## src/rtl/addac_unit_if.sv

```systemverilog
// ---------------------------------------------------------------------------
// addac_unit_if
//
// Purpose:
//   Groups the operand, select and result signals of the ADDAC accumulator
//   leaf into one bundle.
//
// Signals:
//   a     operand (WIDTH bits)
//   sel0  operation select, LSB
//   sel1  operation select, MSB
//   s     operation result (WIDTH bits, combinational)
//   cout  carry / borrow / clamp flag (combinational)
//
// Modports:
//   master  drives a/sel0/sel1 and observes s/cout
//   slave   the accumulator unit itself
// ---------------------------------------------------------------------------
interface addac_unit_if #(
    parameter int WIDTH = 4
);
    logic [WIDTH-1:0] a;
    logic             sel0;
    logic             sel1;
    logic [WIDTH-1:0] s;
    logic             cout;

    modport master (
        output a,
        output sel0,
        output sel1,
        input  s,
        input  cout
    );

    modport slave (
        input  a,
        input  sel0,
        input  sel1,
        output s,
        output cout
    );
endinterface

```

## src/rtl/addac_unit.sv

```systemverilog
// ---------------------------------------------------------------------------
// addac_unit
//
// Purpose:
//   Small add/accumulate datapath. Each cycle {sel1,sel0} selects LOAD, ADD,
//   SUB or HOLD between the operand a and the internal accumulator acc.
//   The result is presented combinationally on s/cout and captured into acc
//   on the next rising clock edge.
//
// Ports:
//   clk   system clock, rising edge active
//   rst   asynchronous active-low reset; clears acc and forces s/cout to 0
//   bus   addac_unit_if.slave (a, sel0, sel1 in; s, cout out)
//
// Configuration:
//   ADDAC_SATURATE_EN  when defined, ADD clamps to all-ones on carry and SUB
//                      clamps to zero on borrow; cout then flags the clamp.
//                      When undefined, results wrap modulo 2^WIDTH.
// ---------------------------------------------------------------------------
module addac_unit #(
    parameter int WIDTH = 4
) (
    input  logic         clk,
    input  logic         rst,
    addac_unit_if.slave  bus
);

    typedef enum logic [1:0] {
        OP_LOAD = 2'b00,
        OP_ADD  = 2'b01,
        OP_SUB  = 2'b10,
        OP_HOLD = 2'b11
    } op_e;

    logic [WIDTH-1:0] acc;
    logic [WIDTH:0]   sum_wide;
    logic [WIDTH:0]   diff_wide;
    logic [WIDTH-1:0] result;
    logic             flag;
    op_e              op;

    assign op = op_e'({bus.sel1, bus.sel0});

    // Both arithmetic paths are evaluated one bit wider than the data. The
    // extra MSB of the sum is the carry; the extra MSB of the difference is
    // set exactly when a > acc, i.e. it is the borrow.
    always_comb begin
        sum_wide  = {1'b0, acc} + {1'b0, bus.a};
        diff_wide = {1'b0, acc} - {1'b0, bus.a};
    end

    // Result and flag selection. Reset is treated as a combinational override
    // so s/cout read zero for as long as rst is low, not just after an edge.
    always_comb begin
        result = '0;
        flag   = 1'b0;
        if (rst) begin
            case (op)
                OP_LOAD: begin
                    result = bus.a;
                    flag   = 1'b0;
                end
                OP_ADD: begin
                    flag = sum_wide[WIDTH];
`ifdef ADDAC_SATURATE_EN
                    result = sum_wide[WIDTH] ? {WIDTH{1'b1}} : sum_wide[WIDTH-1:0];
`else
                    result = sum_wide[WIDTH-1:0];
`endif
                end
                OP_SUB: begin
                    flag = diff_wide[WIDTH];
`ifdef ADDAC_SATURATE_EN
                    result = diff_wide[WIDTH] ? {WIDTH{1'b0}} : diff_wide[WIDTH-1:0];
`else
                    result = diff_wide[WIDTH-1:0];
`endif
                end
                OP_HOLD: begin
                    result = acc;
                    flag   = 1'b0;
                end
                default: begin
                    result = '0;
                    flag   = 1'b0;
                end
            endcase
        end
    end

    assign bus.s    = result;
    assign bus.cout = flag;

    // The accumulator captures whatever is on s, so the result of one cycle
    // becomes the acc operand of the next. cout is intentionally not stored.
    always_ff @(posedge clk or negedge rst) begin
        if (!rst) begin
            acc <= '0;
        end else begin
            acc <= result;
        end
    end

endmodule

```

## src/flat_wrapper.sv

```systemverilog
// flat-port wrapper written by rule: the top's interface ports become plain ports
module addac_unit_flat 
#(
    parameter int WIDTH = 4
)
  (clk, rst, bus_a, bus_sel0, bus_sel1, bus_s, bus_cout);
  addac_unit_if #(.WIDTH(WIDTH)) bus_i ();
  input  logic clk;
  input  logic rst;
  input wire logic [$bits(bus_i.a)-1:0] bus_a;
  input wire logic [$bits(bus_i.sel0)-1:0] bus_sel0;
  input wire logic [$bits(bus_i.sel1)-1:0] bus_sel1;
  output wire logic [$bits(bus_i.s)-1:0] bus_s;
  output wire logic [$bits(bus_i.cout)-1:0] bus_cout;
  assign bus_i.a = bus_a;
  assign bus_i.sel0 = bus_sel0;
  assign bus_i.sel1 = bus_sel1;
  assign bus_s = bus_i.s;
  assign bus_cout = bus_i.cout;
  addac_unit #(.WIDTH(WIDTH)) u_core (.clk(clk), .rst(rst), .bus(bus_i));
endmodule
```

## config.mk

```make
export PLATFORM = sky130hd
export DESIGN_NAME = addac_unit_flat
export DESIGN_NICKNAME = d
export VERILOG_FILES = /design/src/rtl/addac_unit_if.sv /design/src/rtl/addac_unit.sv /design/src/flat_wrapper.sv
export SDC_FILE = /design/constraint.sdc
export NUM_CORES = 1
export LEC_CHECK = 0
export CAP_MARGIN = 25
export CORE_MARGIN = 2
export CORE_UTILIZATION = 43
export CTS_CLUSTER_DIAMETER = 150
export CTS_CLUSTER_SIZE = 16
export DETAILED_ROUTE_END_ITERATION = 8
export GPL_ROUTABILITY_DRIVEN = 1
export PLACE_DENSITY = 0.75
export SLEW_MARGIN = 0
export SYNTH_ARGS = -nofsm -noshare
export SYNTH_HDL_FRONTEND = slang
export SYNTH_SLANG_ARGS = --single-unit
```

## constraint.sdc

```tcl
create_clock -name clk -period 2 [get_ports clk]
set_clock_uncertainty 0.05 [all_clocks]
set_input_delay 0.4 -clock clk [delete_from_list [all_inputs] [get_ports clk]]
set_output_delay 0.4 -clock clk [all_outputs]
set_load 0.01 [all_outputs]
```

==> flow_summary.ini <==
[sta]
period_share_pct = 129.0
timing.fmax_mhz = 387.6
hold_ws_ns = 0.6140
drv_slew = 0
worst_slack_ns = -0.5797
max-slew-margin-rel_pct = 79.97
rsz0062_at_grt = true
hold_viol_final = 0
tightest_slew_ns = 0.2996
layout_min_cycle_time_ns = 2.580
setup_viol = 6

[layout]
layout.cells.non_filler = 119
drive_gt1_share_pct = 50.00
final.fill_count = 62
largest_registers = u_core.acc: 4 flops
syn_to_final_growth_pct = 71.09
fin_nets = 124
largest_register_ffs = 4
diodes = 0
regMostFlops = u_core.acc

[yosys]
synth_area_leaders = dfrtp_1 (17%), ha_1 (17%), nor2b_1 (7.5%), inv_1 (7.1%), fa_1 (6.9%)
syn_avg_cell_area_um2 = 8.721
postSynthCellCount = 67
syn_nets = 85
synthArstFlopShare_pct = 100.0
syn_area_um2 = 584.3
yosysSeqAreaShare_pct = 17.13
synth_top_cell_area_share_pct = 17.13
yosysWarnings = 0
synth_cell_types = 33
synth_edf_count = 0
ys.flop_type = dfrtp_1
synthTopCellsByCount = inv_1 (11), ha_1 (8), nor2b_1 (7)
synth_most_common_cell = inv_1
synth_seq_cells = 4
yosys.area.top_type = dfrtp_1

[place]
pre_cts_ws_ns = -1.228
io_buffer_count = 12
dp.cells = 106
dpl.hpwl_mm = 1.159
gp_congestion = 0.7270

[global_route]
grtUsageTotal_pct = 25.79
grt_pass1_wl_mm = 2.760
grt_pass1_vias = 603
grt.overflow.total = 0
antenna_found_initial = 0
grt_max_degree = 8

[power_and_ir_drop]
clkPwrFrac_pct = 21.1
powerDensity_nw_per_um2 = 516.5
seqPwrFrac_pct = 19.9
p_int_w = 0.0003265
combPwrFrac_pct = 58.9
switching_power_w = 0.0001899
sw_frac_of_total_pct = 36.78
leakagePower_nw = 0.4671
ir_worst_vdd_v = 0.0004068

[floorplanning]
io_pins = 13
num_rows = 13
die_x_um = 40.86
start_util_pct = 45.47
die_h_um = 40.86
fp.coreArea_um2 = 1285
dieArea_um2 = 1670

[clock_network]
cts_tree = built
cts_made_buffers = 3
clock_path_buffers = 2
cts_hold_buf = 0
clk_latency_ns = 0.25
clk_pin_slew_worst_paths_ns = 0.05
clock_sinks = 4
htreeDepth = 1
clockRootBuffer = clkbuf_4

[setup_path]
crit_chain = inv_2 > ha_4 > fa_2 > mux4_2 > nor2b_4 > buf_6
r2r_cells = 7
critical_path.max_fanout = 3
worstReg2RegStart = u_core.acc[0]$_DFF_PN0_
crit_path_top_delay_cell = mux4_2
end_kind = primary output
start_kind = flip-flop
crit_required_ns = 1.55
critPathArrivalTime_ns = 2.13
max_stage_delay_ns = 0.52
path_class = flip-flop to primary output
critical_path.startpoint = u_core.acc[0]$_DFF_PN0_

[status]
violations = setup timing
status = finished, violations left

[routing]
num_vias = 651
drt_first_iter_violations = 13
wirelength_mm = 1.904
drc = 0
postRouteAntennaNets = 0
dr.pass1.iters = 4
post_drt_via_cell_ratio = 5.471
post_drt_wl_per_cell_um = 16.00

[flow_run]
max_cap_viol_count = 0

[hold_path]
min_path_type = input pin to asynchronous set/reset pin
==> kinds of logic (layout without fill, tap and decap cells) <==
family                     after synthesis  in the layout  synth area share, %
AOI/OAI and AO/OA                       17             17                21.63
adders and majority gates               10             10                23.98
buffers and inverters                   14             51                10.28
DFF                                      4              4                17.13
muxes                                    1              1                3.854
and+or+nand+nor                         21             21                23.13
==> final cells by class <==
cell class	instances	area, um^2	area share [%]
multi-input combinational	49	514.2	51.44
tap	15	18.77	1.877
timing repair buffer	37	302.8	30.29
clock buffer	3	22.52	2.253
sequential	4	100.1	10.01
inverter	11	41.29	4.130
==> power groups by stage <==
stage	Sequential, W	Clock, W	Combinational, W
3_3_place_gp	0.000101	0	0.000238
5_1_grt	0.000103	0.000113	0.000324
3_5_place_dp	0.000102	0	0.000246
6_report	0.000103	0.000109	0.000304
2_1_floorplan	0.000100	0	0.000141
4_1_cts	0.000102	0.000111	0.000268
==> metrics by stage <==
stage	total power, W	utilization, %	setup TNS [ns]	cell area (um^2)
3_5_place_dp	0.0003482	66.31	-6.038	852.1
4_1_cts	0.0004818	74.49	-1.702	957.2
5_1_grt	0.0005410	77.80	-2.104	999.7
3_3_place_gp	0.0003392	66.31	-5.835	852.1
2_1_floorplan	0.0002413	-	-0.1861	619.3
6_report	0.0005164	77.80	-1.864	999.7
==> worst max-delay path: cells and delay by family, from the launching register on <==
kind,cells,cell delay [ns]
flops,1,0.42
mux,1,0.52
simple gates,1,0.14
buf+inv,2,0.17
fa+ha+maj,2,0.63
==> layout by cell type, fill, tap and decap left out, types with 2 or more instances in the layout <==
| cell | n |
|---|---|
| buf_4 | 23 |
| inv_1 | 6 |
| nor2b_1 | 6 |
| inv_2 | 5 |
| ha_4 | 4 |
| dfrtp_1 | 4 |
| a31oi_1 | 3 |
| or3_1 | 3 |
| ha_1 | 3 |
| clkbuf_4 | 3 |
| dlygate4sd2_1 | 3 |
| buf_2 | 3 |
| o211ai_1 | 2 |
| o21a_1 | 2 |
| fa_2 | 2 |
| clkdlybuf4s15_1 | 2 |
| buf_6 | 2 |
==> per-layer routing <==
| metal | global-route usage, % | share of wire, % | up-vias |
|---|---|---|---|
| li1 | - | - | 316 |
| met1 | 36.33 | 49 | 315 |
| met2 | 40.63 | 48 | 18 |
| met3 | 3.261 | 2.6 | 2 |
| met4 | 7.500 | 0.42 | 0 |
| met5 | 0 | 0 | - |
==> worst paths after layout <==
path,endpoint,slack (ns)
worst max-delay path,bus_s[1],-0.58
worst min-delay path,u_core.acc[1]$_DFF_PN0_,0.61
worst max register to register,u_core.acc[1]$_DFF_PN0_,-0.08
worst min register to register,u_core.acc[0]$_DFF_PN0_,0.73
max in group asynchronous,u_core.acc[3]$_DFF_PN0_,1.19
min in group clk,u_core.acc[0]$_DFF_PN0_,0.73
==> repair_timing <==
action / in CTS / in global routing
setup buffers: 8 / 2
resized for setup: 36 / 9
setup endpoints to repair: 7 / 6
pin swaps: 6 / 3
No activity file was read; power rests on OpenSTA's default activity.
==> RTL edit, RTL diff (same flow settings) <==
The option `ADDAC_SATURATE_EN` is turned on by a define.
--- a/src/rtl/addac_unit.sv
+++ b/src/rtl/addac_unit.sv
@@ -19,2 +19,4 @@
 // ---------------------------------------------------------------------------
+`define ADDAC_SATURATE_EN
+
 module addac_unit #(
Formal check against the unedited RTL: not equivalent (Yosys sat finds a counterexample within 4 cycles, from zero or initial values and one cycle with rst low).
==> RTL edit against the unedited design <==
  * The run still ends with negative setup slack left
  * Power rose by 2.5%
  * Synthesized area rose by 0.64%
  * Worst setup slack improved by 0.050 ns
  * Core utilization fell by 2.5 points
  * Sequential cell count did not move
  * Routed wire length fell by 3.3%
  * Design area fell by 3.3%
==> RTL edit: results (changes against the unedited design) <==
stage	metric	value	unit	change
run_status	status	complete, but fails checks		unchanged
run_status	failing checks	negative setup slack		unchanged
worst_setup_path	flop2flop setup slack	0.04	ns	was -0.08 ns
finish	# fillers	91		was 62
pwr	power share of the clock group	0.236		was 0.211
pwr	VDD IR max	344	uV	was 407 uV
placement	RD Place Congestion	0.805		was 0.727
grt	met3 Usage GRT	0.0489		was 0.0326
synth	post-synthesis mux area share	0		was 0.0385
worst_setup_path	slowest stage cell on the critical path	dfrtp_1		was mux4_2
grt	pin count of the biggest net entering global routing	10		was 8
sta	setup TNS	-2.49	ns	was -1.86 ns
routing	Metal-1 WL	752	um	was 926 um
grt	vias in the first global route	669		was 603
pwr	net switching power of the design	210	uW	was 190 uW
routing	DR iter-0 viols	14		was 13
placement	area post-placement	908	um^2	was 852 um^2
sta	post-route setup slack	-0.530	ns	was -0.580 ns
placement	dpl hpwl	1.41	mm	was 1.16 mm
finish	inverters	8		was 11
finish	non-clk buf share	0.254		was 0.303
sta	final setup fails	5		was 6
finish	multi-input logic portion of the cell area	0.569		was 0.514
grt	GRT met1 Usage	0.290		was 0.363
grt	GR Util met2	0.484		was 0.406
synth	Synth Area in Compound Gates	0.221		was 0.216
routing	wire per inst	16.0	um	about the same
placement	dpl ws	-1.25	ns	was -1.23 ns
synth	Netlist cell types	32		was 33
finish	multi-input gates	55		was 49
synth	Post-Syn Nets	88		was 85
clocking	post-cts sizing count	33		was 36
routing	WL met3	77	um	was 50 um
finish	Area Growth Syn to Fin	64.5	%	was 71.1%
grt	first-pass GRT wire length	2.86	mm	was 2.76 mm
finish	layout cell share with drive strength beyond 1	0.480		was 0.500
worst_setup_path	max incr delay on CP	0.40	ns	was 0.52 ns
synth	Syn Std Cell Area	588	um^2	was 584 um^2
worst_setup_path	arrival time at the worst endpoint	2.08	ns	was 2.13 ns
synth	commonest cells in the netlist	ha_1, inv_1, nor2_1		was inv_1, ha_1, nor2b_1
finish	Seq area share	0.103		was 0.100
finish	Seq cells	4		unchanged
pwr	Comb power frac	0.572		was 0.589
sta	Worst-Margin Slew	0.328	ns	was 0.300 ns
worst_setup_path	cell family with most CP delay	compound AO/OA/AOI/OAI gates		was adder cells
finish	ClkCell Share	0.0233		was 0.0225
pwr	Pleak	0.000440	uW	was 0.000467 uW
synth	register area share after synthesis	0.170		was 0.171
clocking	Setup Buffers After CTS	1		was 8
## RTL edit: cell types whose count changed after synthesis, sizes merged, moves of 3 or more
cell / delta
nand2b: +3
xnor2: +3
o21ai: +3
o31ai: +3
inv: -3
nor2: +6
or3: -3
nor2b: -4
## RTL edit: final timing paths
check	startpoint	to	cells past startpoint
worst max register to register	u_core.acc[0]	u_core.acc[2]	9
worst max-delay path	u_core.acc[0]	bus_s[3]	9
min in group clk	bus_a[1]	u_core.acc[1]	4
max in group asynchronous	rst	u_core.acc[2]	2
worst min register to register	u_core.acc[1]	u_core.acc[1]	3
worst min-delay path	rst	u_core.acc[1]	2
## RTL edit: metrics by stage
stage	hold slack (ns)	util	power (uW)	std cells
after floorplan	0.0544	-	277	70
after detailed placement	0.709	0.707	383	110
after global placement	0.705	0.707	373	110
after global routing	0.457	0.753	555	115
final	0.434	0.753	529	115
after CTS	0.443	0.736	514	114
